--- config.mk ---
export PLATFORM = sky130hd
export DESIGN_NAME = control_unit
export DESIGN_NICKNAME = d
export VERILOG_FILES = /design/src/rtl/control_unit.sv
export SDC_FILE = /design/constraint.sdc
export NUM_CORES = 1
export LEC_CHECK = 0
export ABC_AREA = 1
export BUFFER_PORTS_ARGS = -buffer_cell sky130_fd_sc_hd__buf_2
export CAP_MARGIN = 25
export CORE_ASPECT_RATIO = 1.25
export CORE_MARGIN = 2
export CORE_UTILIZATION = 55
export CTS_CLUSTER_DIAMETER = 60
export DETAILED_ROUTE_END_ITERATION = 6
export MAX_ROUTING_LAYER = met4
export PLACE_DENSITY = 0.85
export SLEW_MARGIN = 15
export SYNTH_ARGS = -nofsm -noshare
export SYNTH_HDL_FRONTEND = slang
export SYNTH_SLANG_ARGS = --single-unit
--- constraint.sdc ---
create_clock -name clk -period 2.44 [get_ports clk]
set_input_delay 0.122 -clock clk [delete_from_list [all_inputs] [get_ports clk]]
set_output_delay 0.122 -clock clk [all_outputs]
set_load 0.005 [all_outputs]
--- src/rtl/control_unit.sv ---
// Instruction sequencer for the 6-instruction processor: PC, IR and the
// fetch/decode/execute FSM. Define CU_HALT_EN to make op 1111 a HALT.
module control_unit #(
    parameter int PC_WIDTH = 16,
    parameter int REGBITS  = 4
) (
    input  logic                clk,
    input  logic                rst_n,
    output logic [PC_WIDTH-1:0] i_addr,
    output logic                i_rd,
    input  logic [15:0]         i_data,
    output logic [7:0]          d_addr,
    output logic                d_rd,
    output logic                d_wr,
    output logic [7:0]          rf_w_data,
    output logic [REGBITS-1:0]  rf_w_addr,
    output logic [REGBITS-1:0]  rf_rp_addr,
    output logic [REGBITS-1:0]  rf_rq_addr,
    output logic                rf_w_wr,
    output logic                rf_rp_rd,
    output logic                rf_rq_rd,
    output logic [1:0]          rf_s,
    output logic [1:0]          alu_s,
    input  logic                rf_rp_zero
`ifdef CU_HALT_EN
    ,
    output logic                halted
`endif
);

    typedef enum logic [3:0] {
        INIT, FETCH, DECODE, LOAD, STORE, ADD, LDC, SUB, JMPZ, JMPZ_TAKEN
`ifdef CU_HALT_EN
        , HALT
`endif
    } state_t;

    state_t                state, next;
    logic [PC_WIDTH-1:0]   pc;
    logic [15:0]           ir;

    logic [3:0]            op;
    logic [REGBITS-1:0]    ra, rb, rc;
    logic [7:0]            imm;
    logic [PC_WIDTH-1:0]   offset;

    assign op     = ir[15:12];
    assign ra     = ir[11:8];
    assign rb     = ir[7:4];
    assign rc     = ir[3:0];
    assign imm    = ir[7:0];
    assign offset = {{(PC_WIDTH-8){imm[7]}}, imm};
    assign i_addr = pc;

    always_ff @(posedge clk or negedge rst_n) begin
        if (!rst_n) begin
            state <= INIT;
            pc    <= '0;
            ir    <= '0;
        end else begin
            state <= next;
            case (state)
                INIT:       pc <= '0;
                FETCH: begin
                    ir <= i_data;
                    pc <= pc + PC_WIDTH'(1);
                end
                // PC already points past the jump, so undo that increment
                JMPZ_TAKEN: pc <= pc + offset - PC_WIDTH'(1);
                default: ;
            endcase
        end
    end

    always_comb begin
        next       = state;
        i_rd       = 1'b0;
        d_addr     = '0;
        d_rd       = 1'b0;
        d_wr       = 1'b0;
        rf_w_data  = '0;
        rf_w_addr  = '0;
        rf_rp_addr = '0;
        rf_rq_addr = '0;
        rf_w_wr    = 1'b0;
        rf_rp_rd   = 1'b0;
        rf_rq_rd   = 1'b0;
        rf_s       = 2'b00;
        alu_s      = 2'b00;
`ifdef CU_HALT_EN
        halted     = 1'b0;
`endif
        case (state)
            INIT:   next = FETCH;
            FETCH: begin
                i_rd = 1'b1;
                next = DECODE;
            end
            DECODE: begin
                case (op)
                    4'h0:    next = LOAD;
                    4'h1:    next = STORE;
                    4'h2:    next = ADD;
                    4'h3:    next = LDC;
                    4'h4:    next = SUB;
                    4'h5:    next = JMPZ;
`ifdef CU_HALT_EN
                    4'hF:    next = HALT;
`endif
                    default: next = FETCH;
                endcase
            end
            LOAD: begin
                d_addr    = imm;
                d_rd      = 1'b1;
                rf_s      = 2'b01;
                rf_w_addr = ra;
                rf_w_wr   = 1'b1;
                next      = FETCH;
            end
            STORE: begin
                d_addr     = imm;
                d_wr       = 1'b1;
                rf_rp_addr = ra;
                rf_rp_rd   = 1'b1;
                next       = FETCH;
            end
            ADD, SUB: begin
                rf_rp_addr = rb;
                rf_rq_addr = rc;
                rf_rp_rd   = 1'b1;
                rf_rq_rd   = 1'b1;
                alu_s      = (state == ADD) ? 2'b01 : 2'b10;
                rf_w_addr  = ra;
                rf_w_wr    = 1'b1;
                next       = FETCH;
            end
            LDC: begin
                rf_w_data = imm;
                rf_s      = 2'b10;
                rf_w_addr = ra;
                rf_w_wr   = 1'b1;
                next      = FETCH;
            end
            JMPZ: begin
                rf_rp_addr = ra;
                rf_rp_rd   = 1'b1;
                next       = rf_rp_zero ? JMPZ_TAKEN : FETCH;
            end
            JMPZ_TAKEN: next = FETCH;
`ifdef CU_HALT_EN
            HALT: begin
                halted = 1'b1;
                next   = HALT;
            end
`endif
            default: next = INIT;
        endcase
    end

endmodule

======== Yosys cells after proc, flatten, opt, wreduce, memory -nomap -nowiden ========
Cells that the tools add are included.
operators by class
  add/sub/neg operators ................... 3
  equal/unequal tests ..................... 14
  muxes and demuxes ....................... 18
  reductions and logical operators ........ 9
operators by type and width
  operator                 number
  $pmux W16 S3             1
  $eq A4 B3 Y1 const B     6
  $pmux W4 S6              1
  $add A16 B1 Y16 const B  1
  $add A16 B16 Y16         1
  $eq A4 B2 Y1 const B     4
  $mux W8                  2
  $pmux W4 S4              1
  $sub A16 B1 Y16 const B  1
  $mux W4                  3
  $eq A4 B1 Y1 const B     2
  $eq A4 B4 Y1 const B     2
  $logic_not A4 Y1         2
  $pmux W4 S2              1
  $reduce_or A4 Y1         2
  $reduce_or A7 Y1         1
  $mux W1                  6
  $reduce_or A2 Y1         3
  $mux W2                  2
  $pmux W2 S2              1
  $reduce_bool A3 Y1       1
storage, ports and cells
  register bits ........................... 36
  input port bits ......................... 19
  output and inout port bits .............. 54
  word-level logic and storage cells ...... 47

======== Longest topological paths before layout ========
  depth in word-level cells ............... 3
  depth in mapped cells ................... 14
  depth with buffers taken out ............ 14

======== Worst setup path after synthesis ========
Ideal clock, no wire load.
  kind .................................... reg2reg
  from .................................... register pc[4] (netlist: i_addr[4])
  to ...................................... register pc[6] (netlist: i_addr[6])
  setup time .............................. 0.124 ns
  data arrival time ....................... 1.945 ns
  data required time ...................... 2.316 ns
  slack ................................... 0.371 ns
  cell stages (with the launch flop) ...... 13
  clock period less this slack ............ 2.069 ns
  cell sequence ........................... dfrtp_1 > buf_4 > inv_1 > ha_1 > inv_1 > ha_1 > nand2_1 > inv_1 > nand2_1 > nand3_1 > or2_2 > nand3_1 > nand3_1
on the way
  longest elaborated chain between the ends .. 3
  elaborated cells between the ends (all ways) .. 4
  classes of those cells .................. 3 x add/sub; 1 x mux
ends and longest elaborated chain
  element                 RTL line  source
  from (decl)             39        logic [PC_WIDTH-1:0] pc;
  from (signal assigned)  66        pc <= pc + PC_WIDTH'(1);
  from (signal assigned)  69        JMPZ_TAKEN: pc <= pc + offset - PC_WIDTH'(1);
  $add A16 B16 Y16        69
  $sub A16 B1 Y16         69
  $pmux W16 S3 *          62        case (state)
Mark *: on every way between the ends. The rest lies on a longest branch, timed or not.
A chain may end at the register's enable or synchronous reset.

======== Worst setup path after layout ========
  from .................................... register ir[7]
  to ...................................... register pc[15] (netlist: i_addr[15])
on the way
  longest elaborated chain between the ends .. 3
ends and longest elaborated chain
  element                 RTL line  source
  from (decl)             40        logic [15:0] ir;
  from (signal assigned)  65        ir <= i_data;
  $add A16 B16 Y16        69
  $sub A16 B1 Y16         69
  $pmux W16 S3            62
Every way passes these cells.

==> results.md <==
* Synthesized instance count at 510
* Synthesis Warnings at 0
* Layout Nets at 641
* Clock Skew at 6.06 ps
* Cell mode on critical path: nand2_1
* Data required, critical path at 2610 ps
* RSZ-0062 raised after global routing: false
* Mux contribution to synthesized area at 0%
* Most frequent cells in the layout: nand2_1 (133), inv_1 (115), buf_2 (72)
* # IOs at 73
* Slowest cell delay on critical path at 450 ps
* Slew HR at 43.8%
* Vias at 3513
* Die X at 72.8 um
* Vias in the first global route at 3255
* TritonCTS Buffers at 5
* Initial drt markers at 246
* Worst R2R Start: ir[7]$_DFFE_PN0P_
* Worst-path fanout max at 5
* Placed cell count at 645
* Port buffer count at 72
* Total power at 0.00564 W
* CP startpoint: ir[7]$_DFFE_PN0P_
* Worst path cell trace: clkinvlp_4, ha_1, inv_1, ha_1, nand2_1, nor2_1, inv_1, nor2_1, nand2_1, nand2_1, nand2_1, nand3_1, nand3_1
* Fin cells at 658
* Max clock buf depth at 2
* Seq cells post-synth at 36
* Initial antenna violation count at 0
* Final ANT Viol Nets at 0
* Root Driver: clkbuf_8
* Peak VDD IR at 0.755 mV
* Critical setup path kind: reg2reg
* Largest net degree at the start of global routing at 37
* DRT Pass-1 Iters at 5
* GRT Total Usage at 28.6%
* Most common cell after layout, fill and taps aside: nand2_1
* Post-Syn Area at 0.00325 sq mm
* Initial core utilization at 56.7%
* Fin. Hold Viols at 0
* Worst path slowest cell: dfrtp_2
* Total die area at 0.00655 sq mm
* Routed WL at 8.90 mm
* Tightest Pin Transition at 843 ps
* Synth Area per Inst at 6.38 sq um
* CP Launch Type: flip-flop
* DRC Markers at 0
* Final core utilization at 67.1%
* Fmax at 442 MHz
* Wirelength per Cell at 13.5 um
* # Max-Cap Violations at 0
* Core footprint at 0.00574 sq mm
* Crit share post-route at 92.7%
* Hold path startpoint: i_data[10]
* Cell Pwr Density at 1460 mW/mm^2
* Xor/xnor cell area share of the yosys netlist at 0.807%
* Rows at 31
* Worst-path clk slew at 80 ps
* Post-Syn Nets at 560
* Synth Area in Adders at 12.1%
* Arr. time, crit path at 2430 ps
* Die Ht at 90 um
* Synth-to-Final Area Change at 18.4%
* # setup viols final at 0
* Post-synthesis simple-gate area fraction at 34.4%
* Fraction of layout cells with a size suffix above 1 at 17.9%
* First-pass GRT wire length at 14.7 mm
* Grt total ovfl at 0
* Dpl hpwl at 6.88 mm
* Leakage at 2.25 nW
* Total negative slack at 0 ps
* TritonCTS clock tree: done
* Netlist cell types at 30
* Crit end category: flip-flop
* Clk sinks at 36
* Minimum clock period at 2260 ps
* Ant diodes at 0
* H-Tree Level Count at 2
* Register area share after synthesis at 27.7%
* Status: finished clean
* Final max-slew violation count at 0
* DR vias/cell at 5.34
* Largest family of logic cells by synthesized area: simple AND/OR/NAND/NOR gates
* HP Class: in2reg
* R2r setup slk at 180 ps
* RD Place Congestion at 0.971
* Fraction of the mapped netlist area in compound gates at 9.50%
* Worst skew pair latency at 290 ps
-- power by group --
group	internal, W	switching, W	total, W
clock	0.000303	0.000233	0.000536
sequential	0.000816	0.000177	0.000994
combinational	0.00146	0.00265	0.00411
-- registers in the layout (all words and copies together) (netlist names) --
signal / count
ir: 16
state: 4
i_addr: 16
-- per-layer routing --
layer | GRT usage, % | up-vias | routed length (um)
li1 | - | 1744 | -
met1 | 35.3 | 1607 | 3740
met2 | 48.2 | 140 | 4420
met3 | 3.25 | 22 | 538
met4 | 9.26 | 0 | 200
met5 | - | - | 0
-- stage by stage --
stage | setup slack [ps] | hold slack [ps] | cell area [sq um]
after floorplan | 371 | -174 | 3250
after global placement | 209 | 262 | 3680
after detailed placement | 122 | 266 | 3690
after CTS | 124 | 34.4 | 3810
after global routing | 8.69 | 40.6 | 3850
final | 179 | 37.3 | 3850
-- logic make-up after synthesis --
logic type / count (synthesis)
XOR/XNOR: 3
AO/OA/AOI/OAI: 56
buffers and inverters: 127
flip-flops: 36
adder cells (fa/ha/maj): 31
AND/OR/NAND/NOR: 257
-- layout make-up --
type | instances | area [sq um]
Clock buffer | 5 | 68.8
Clock inverter | 3 | 42.5
Fill cell | 490 | 1890
Inverter | 117 | 443
Multi-Input combinational cell | 347 | 1860
Sequential cell | 36 | 902
Tap cell | 66 | 82.6
Timing Repair Buffer | 83 | 449
Timing Repair inverter | 1 | 7.51
-- worst paths after layout --
check / to / cells past startpoint
max reg2reg: i_addr[15]$_DFFE_PN0P_ / 13
max in group asynchronous: ir[7]$_DFFE_PN0P_ / 2
min in group asynchronous: ir[0]$_DFFE_PN0P_ / 2
min: ir[10]$_DFFE_PN0P_ / 3
max: i_addr[15]$_DFFE_PN0P_ / 13
min reg2reg: state[3]$_DFF_PN0_ / 1
-- cell usage after synthesis (all sizes together) --
library cell	instances	area share, %
a21oi	12	1.8
buf	9	1.8
clkbuf	1	0.12
dfrtp	36	28
fa	1	0.62
ha	30	12
inv	117	13
nand2	133	15
nand3	45	7.5
nand3b	3	0.69
nand4	4	1.2
nor2	59	7.6
nor3	10	1.5
o2111ai	1	0.27
o211ai	5	1.2
o21ai	32	4.9
o221ai	1	0.27
o22ai	4	0.77
o41ai	1	0.27
or2	3	0.58
xnor2	1	0.27
xor2	2	0.54
-- worst max-delay path: cells and delay by family (launching register included) --
kind,cells,cell delay (ps)
fa+ha+maj,2,700
flops,1,450
buf+inv,3,280
simple gates,8,700
-- timing repair --
item / in CTS / in global routing
endpoints found under the hold margin: 36 / 0
setup endpoints to repair: 0 / 6
buffers inserted: 0 / 3
hold buffers: 1 / 0
gates resized for setup: 0 / 4
No activity file was read; power rests on OpenSTA's default activity.
